File: config.mk
export PLATFORM = sky130hd
export DESIGN_NAME = rr_mux_arbiter
export DESIGN_NICKNAME = d
export VERILOG_FILES = /design/src/rtl/rr_mux_arbiter.sv
export SDC_FILE = /design/constraint.sdc
export NUM_CORES = 1
export LEC_CHECK = 0
export BUFFER_PORTS_ARGS = -buffer_cell sky130_fd_sc_hd__buf_2
export CAP_MARGIN = 10
export CELL_PAD_IN_SITES_DETAIL_PLACEMENT = 1
export CELL_PAD_IN_SITES_GLOBAL_PLACEMENT = 1
export CORE_ASPECT_RATIO = 1.25
export CORE_MARGIN = 1.5
export CORE_UTILIZATION = 37
export CTS_CLUSTER_DIAMETER = 150
export DETAILED_ROUTE_END_ITERATION = 7
export PLACE_DENSITY_LB_ADDON = 0.1
export SYNTH_ARGS = -nofsm -noshare
export SYNTH_HDL_FRONTEND = slang
export SYNTH_SLANG_ARGS = --single-unit
File: constraint.sdc
create_clock -name clk -period 5.5 [get_ports clk]
set_input_delay 1.1 -clock clk [delete_from_list [all_inputs] [get_ports clk]]
set_output_delay 1.1 -clock clk [all_outputs]
set_load 0.02 [all_outputs]
File: src/rtl/rr_mux_arbiter.sv
// rr_mux_arbiter: round-robin arbiter that shares one registered nibble channel
// among four requesters, with a valid/ready output and an optional burst lock.
module rr_mux_arbiter #(
  parameter int unsigned BURST_LEN = 1
) (
  input  logic       clk,
  input  logic       rst,
  input  logic [3:0] req,
  input  logic [3:0] d0,
  input  logic [3:0] d1,
  input  logic [3:0] d2,
  input  logic [3:0] d3,
  output logic [3:0] ack,
  output logic [1:0] sel,
  output logic       out_valid,
  input  logic       out_ready,
  output logic [3:0] out_data,
  output logic [1:0] out_src,
  output logic [7:0] xfer_cnt
);

  localparam int unsigned BW = $clog2(BURST_LEN + 1);
  localparam logic [BW-1:0] BurstMax = BW'(BURST_LEN);

  logic [1:0]    owner_q, owner_d;
  logic [BW-1:0] bcnt_q, bcnt_d;
  logic          out_valid_q, out_valid_d;
  logic [3:0]    out_data_q, out_data_d;
  logic [1:0]    out_src_q, out_src_d;
  logic [7:0]    xfer_cnt_q, xfer_cnt_d;

  logic       load;
  logic       lock;
  logic       capture;
  logic [1:0] win;
  logic [1:0] idx;
  logic       found;
  logic [3:0] mux_data;

  assign load    = !out_valid_q || out_ready;
  assign lock    = (bcnt_q < BurstMax) && req[owner_q];
  assign capture = load && (|req) && !rst;

  // Scan starts just past the last winner so the previous owner is considered last.
  always_comb begin
    win   = owner_q;
    found = 1'b0;
    idx   = owner_q;
    for (int k = 1; k <= 4; k++) begin
      idx = owner_q + 2'(k);
      if (!found && req[idx]) begin
        win   = idx;
        found = 1'b1;
      end
    end
    if (lock) begin
      win = owner_q;
    end
  end

  always_comb begin
    mux_data = d0;
    case (win)
      2'd0:    mux_data = d0;
      2'd1:    mux_data = d1;
      2'd2:    mux_data = d2;
      default: mux_data = d3;
    endcase
  end

  assign ack = capture ? (4'b0001 << win) : 4'b0000;
  assign sel = capture ? win : 2'd0;

  always_comb begin
    owner_d     = owner_q;
    bcnt_d      = bcnt_q;
    out_valid_d = out_valid_q;
    out_data_d  = out_data_q;
    out_src_d   = out_src_q;
    xfer_cnt_d  = xfer_cnt_q;
    if (capture) begin
      out_data_d  = mux_data;
      out_src_d   = win;
      out_valid_d = 1'b1;
      if (lock) begin
        bcnt_d = bcnt_q + BW'(1);
      end else begin
        owner_d = win;
        bcnt_d  = BW'(1);
      end
    end else if (load) begin
      out_valid_d = 1'b0;
    end
    if (out_valid_q && out_ready) begin
      xfer_cnt_d = xfer_cnt_q + 8'd1;
    end
  end

  // Reset parks the owner on 3 with the burst exhausted so the first scan begins at 0.
  always_ff @(posedge clk) begin
    if (rst) begin
      owner_q     <= 2'd3;
      bcnt_q      <= BurstMax;
      out_valid_q <= 1'b0;
      out_data_q  <= 4'd0;
      out_src_q   <= 2'd0;
      xfer_cnt_q  <= 8'd0;
    end else begin
      owner_q     <= owner_d;
      bcnt_q      <= bcnt_d;
      out_valid_q <= out_valid_d;
      out_data_q  <= out_data_d;
      out_src_q   <= out_src_d;
      xfer_cnt_q  <= xfer_cnt_d;
    end
  end

  assign out_valid = out_valid_q;
  assign out_data  = out_data_q;
  assign out_src   = out_src_q;
  assign xfer_cnt  = xfer_cnt_q;

endmodule
# == Yosys cells after proc, flatten, opt, wreduce, memory -nomap -nowiden ==
# Cells that the tools add are included.
# totals
reg_bits,18
latch_bits,0
ram_bits,0
romBits,0
in_bits,23
output_inout_bits,21
word_cells,59
n_memories,0
# classes
add_sub_neg,5
multipliers,0
n_div,0
magnitude_cmp,5
n_eq_ne,2
shifts,1
n_mux,22
bitwise,1
reduce_logical,17
# op_table
cell,n
2-bit by 3-bit less-than comparator with 1-bit output (second input constant),4
2-bit 2-to-1 mux,6
4-bit one-hot mux with 3 select lines,1
1-bit 2-to-1 mux,10
8-bit by 1-bit adder with 8-bit output (second input constant),1
1-bit binary-select mux with 2-bit select,4
1-bit logical AND,7
1-bit zero test,5
2-bit adder (second input constant),2
4-bit 2-to-1 mux,1
4-bit OR reduction,1
1-bit by 2-bit << shifter with 4-bit output (first input constant),1
2-bit by 1-bit adder with 2-bit output (second input constant),1
2-bit by 1-bit == test with 1-bit output (second input constant),1
2-bit == test (second input constant),1
2-bit zero test,1
2-bit AND reduction,1
2-bit nonzero test,1
1-bit adder (second input constant),1
1-bit logical OR,1
1-bit less-than comparator (second input constant),1
1-bit inverter,1

# == Logic depth before layout (Yosys ltp) ==
# depth
word_depth,16
mapped_depth,9
depth_no_buf,7

# == Worst setup path before layout ==
# No wires, ideal clock.
# synth_path
kind,input -> output
from,input req[2]
to,output sel[0]
arrival_ns,2.799
t_required_ns,4.400
setup_slack_ns,1.601
stages,7
n_path_buf,1
cell_sequence,mux2_4 > a22oi_4 > nand2_2 > nor4_2 > xnor2_1 > buf_6 > nor3_1
# synth_between
elab_chain_cells,14
word_cells_on_any_way,27
classes_between,17 x mux; 10 x reduce/logical
# synth_lines
element,line,text
"start, declared",8,"input logic [3:0] req,"
1-bit binary-select mux with 2-bit select,51,if (!found && req[idx]) begin
1-bit 2-to-1 mux (not written as such),51,
1-bit 2-to-1 mux,51,
1-bit zero test,51,
1-bit logical AND,51,
1-bit 2-to-1 mux,51,
1-bit zero test,51,
1-bit logical AND,51,
1-bit 2-to-1 mux,51,
1-bit zero test,51,
1-bit logical AND,51,
2-bit 2-to-1 mux,51,
2-bit 2-to-1 mux,56,if (lock) begin
2-bit 2-to-1 mux *,72,assign sel = capture ? win : 2'd0;
"end, declared",14,"output logic [1:0] sel,"
# Mark *: on every way between the ends. The rest lies on a longest branch, timed or not. The select of a mux whose other input is x is not followed.

# == Final worst setup path ==
# layout_path
from,input req[2]
to,output ack[2]
# layout_between
elab_chain_cells,15
word_cells_on_any_way,28
classes_between,1 x shift; 17 x mux; 10 x reduce/logical
# layout_lines
element,line,text
1-bit binary-select mux with 2-bit select,51,
1-bit 2-to-1 mux (not written as such),51,
1-bit 2-to-1 mux,51,
1-bit zero test,51,
1-bit logical AND,51,
1-bit 2-to-1 mux,51,
1-bit zero test,51,
1-bit logical AND,51,
1-bit 2-to-1 mux,51,
1-bit zero test,51,
1-bit logical AND,51,
2-bit 2-to-1 mux,51,
2-bit 2-to-1 mux,56,
1-bit by 2-bit << shifter with 4-bit output,71,assign ack = capture ? (4'b0001 << win) : 4'b0000;
4-bit 2-to-1 mux *,71,
"end, declared",13,"output logic [3:0] ack,"
# Marked as above.

==> results by group <==
Critical path
  • Crit path kind: primary input to output port
  • Max Fanout on Critical Path: 11
  • Worst-path cell chain: buf_2 -> mux2_4 -> a22oi_4 -> nand2_2 -> nor4_2 -> xnor2_1 -> and3_1 -> buf_2
  • Cell mode on critical path: buf_2
  • Critical-path top delay cell: xnor2_1
  • Critical Path Sink Type: output port
  • Critical Path RT: 4400 ps
  • Setup crit start kind: primary input
  • Critical path arrival: 3110 ps
  • Slowest cell delay on critical path: 440 ps

Job
  • Max_cap viols: 0

STA
  • Fmax achieved: 0.2373 GHz
  • Final setup fails: 0
  • RSZ-0062 raised after global routing: no
  • Tmin final: 4214 ps
  • Fin. Hold Viols: 0
  • Max-Slew Margin vs Limit: 0.4248
  • Worst slew pin tran: 856.7 ps
  • Clock Skew: 9.511 ps
  • Tcrit/Tclk final: 0.7662
  • Setup Total Neg Slack: 0 ps
  • Max-slew violations: 0

Routing
  • Initial drt markers: 27
  • # DRC: 0
  • Remaining antenna violation count after routing: 0
  • Drt via density: 5.493
  • TritonRoute pass-1 iters: 4
  • Routed wire length per instance: 13.93 um
  • Final WL: 3079 um
  • Via Count: 1214

Clock tree
  • CTS tree: done
  • Total CTS buffers: 3
  • CTS clk-pin slew, worst paths: 110 ps
  • Number of H-tree levels: 1
  • Setup Buffers After CTS: 0
  • CTS root buffer: clkbuf_4
  • CTS resizes: 0
  • CTS Sinks: 18
  • Max Root-Sink Buffers: 2
  • Latest clock arrival within the worst-skew pair: 300 ps
  • Hold buffers post-CTS: 0

Global route
  • GRT Total Usage: 0.1927
  • Antenna violations before repair: 0
  • Largest net degree at the start of global routing: 25
  • First-pass GRT wire length: 5112 um
  • Grt total ovfl: 0
  • Number of global-route vias before repair: 1185

Logic synthesis
  • Synth Net Count: 167
  • Post-synthesis register bit count: 18
  • Yosys cell types: 42
  • Synthesis Warnings: 0
  • Avg Inst Size Synth: 8.085 sq um
  • Syn Std Cell Area: 1156 sq um
  • Syn Inst Count: 143
  • Register area share after synthesis: 0.3117

Final layout
  • Layout area overhead: 23.38%
  • # diodes: 0
  • Final nets: 210
  • Cell Count, Final, Fillers Out: 221
  • Layout cell share with drive strength beyond 1: 0.3081

Place
  • Port Buffers: 43
  • Post-DP HPWL: 2410 um
  • Placed cells: 217
  • Routability cong.: 0.7951

Floorplan
  • Num ports: 44
  • Starting Density: 0.3925
  • Rows: 22
  • Die width: 53.00 um
  • Die Area: 3471 sq um
  • Die H: 65.50 um
  • Core footprint: 2945 sq um

Run status
  • Status: completed

Power
  • Leak: 0.0006757 uW
  • Max VDD drop: 0.0001922 V
  • Pwr/cell area: 274.8 nW/um^2
  • Total power: 391.9 uW

Worst hold path
  • Worst Hold Class: flop to flop
## logic make-up after synthesis
kind of cell,count (synthesis),synth area share
simple gates,62,0.2944
xor+xnor,6,0.04545
fa+ha+maj,1,0.01082
mux,7,0.06601
compound gates,40,0.2327
buf+inv,9,0.03896
flops,18,0.3117
## metal layers
metal | part of all wire | vias to the layer above | track usage
met3 | 0.032 | 6 | 0.04545
met5 | 0 | - | 0
li1 | - | 608 | -
met1 | 0.45 | 568 | 0.2288
met2 | 0.50 | 32 | 0.3406
met4 | 0.017 | 0 | 0.04808
## per-stage QoR
| step | instance area (sq um) | hold slack, ps | util | worst slack (ps) |
|---|---|---|---|---|
| 4_1_cts | 1426 | 492.6 | 0.4843 | 1287 |
| 5_1_grt | 1426 | 519.3 | 0.4843 | 1076 |
| 3_3_place_gp | 1390 | 460.2 | 0.4720 | 1354 |
| 3_5_place_dp | 1390 | 466.3 | 0.4720 | 1293 |
| 6_report | 1426 | 487.1 | 0.4843 | 1286 |
| 2_1_floorplan | 1156 | 440.3 | - | 1601 |
## synth_stat cells
library cell  number  area, sq um
mux2_4             1        15.01
or3_1              3        18.77
o21ai_1            1        5.000
and3b_1            1        8.760
buf_4              1        7.510
nand2_1            7        26.28
a221oi_1           1        8.760
o41a_1             1        11.26
mux2i_1            5        50.05
nand4_1            5        31.28
xnor2_1            2        17.52
and2_4             1        8.760
nor2b_1            3        18.77
a22oi_4            1        21.27
and4b_1            1        10.01
o21bai_1           4        30.03
a21oi_1           15        75.07
ha_1               1        12.51
clkinv_1           1        3.750
dfxtp_1           18        360.4
nand2_2            1        6.260
o211a_1            1        10.01
o2111ai_1          1        8.760
a211oi_1           5        37.54
a31oi_1            1        6.260
nor3_1             5        25.02
and2_1             2        12.51
nand3_1            3        15.01
nor4_2             3        37.54
buf_6              1        11.26
xor2_1             4        35.03
clkbuf_1           4        15.01
nor2_4             1        11.26
and3_1             4        25.02
nand2b_1           1        6.260
mux2_2             1        11.26
o21ai_0            6        30.03
a311o_1            1        10.01
a21o_1             1        7.510
a21boi_0           1        7.510
inv_1              2        7.510
nor2_1            21        78.83
## cell usage in the layout (no fill, tap or decap), types with 2 or more instances in the layout
cell	netlist	layout
nor4_2	3	3
buf_2	0	43
inv_1	2	2
nor3_1	5	5
nand4_1	5	5
o21ai_0	6	6
xnor2_1	2	2
nand3_1	3	3
a211oi_1	5	5
nor2_1	21	21
o21bai_1	4	4
clkbuf_4	0	3
or3_1	3	3
nand2_1	7	7
mux2i_1	5	5
xor2_1	4	4
and2_1	2	2
nor2b_1	3	3
a21oi_1	15	15
and3_1	4	4
dfxtp_1	18	18
## registers in the layout, summed over array words and instances (netlist names)
signal,count
out_src,2
xfer_cnt,8
out_data,4
owner_q,2
out_valid,1
bcnt_q,1
## area by class of cell
cell class | instances | area, sq um
fill | 372 | 1519
tap | 36 | 45.04
clock buffer | 4 | 36.28
sequential | 18 | 360.3
multi-input combinational | 116 | 750.7
timing repair buffer | 44 | 222.7
inverter | 3 | 11.26
## critical path, delay by kind of cell
kind / cells / cell delay (ps)
compound gates: 1 / 250
xor+xnor: 1 / 440
mux: 1 / 280
buf+inv: 2 / 300
simple gates: 3 / 740
## power by group
| part | internal, uW | switching (uW) | leakage, uW |
|---|---|---|---|
| clock | 40.3 | 41.9 | 0.0000210 |
| combinational | 59.2 | 93.2 | 0.000507 |
| sequential | 144 | 13.7 | 0.000148 |
| total | 243 | 149 | 0.000676 |
## worst paths after layout
kind / from / end / slack (ps) / cells after the start
worst max-delay path: req[2] / ack[2] / 1290 / 8
worst min-delay path: bcnt_q / bcnt_q / 490 / 1
worst max register to register: owner_q[0] / out_data[2] / 2830 / 7
worst min register to register: bcnt_q / bcnt_q / 490 / 1
Note: power is estimated with default switching activity, not from simulation.
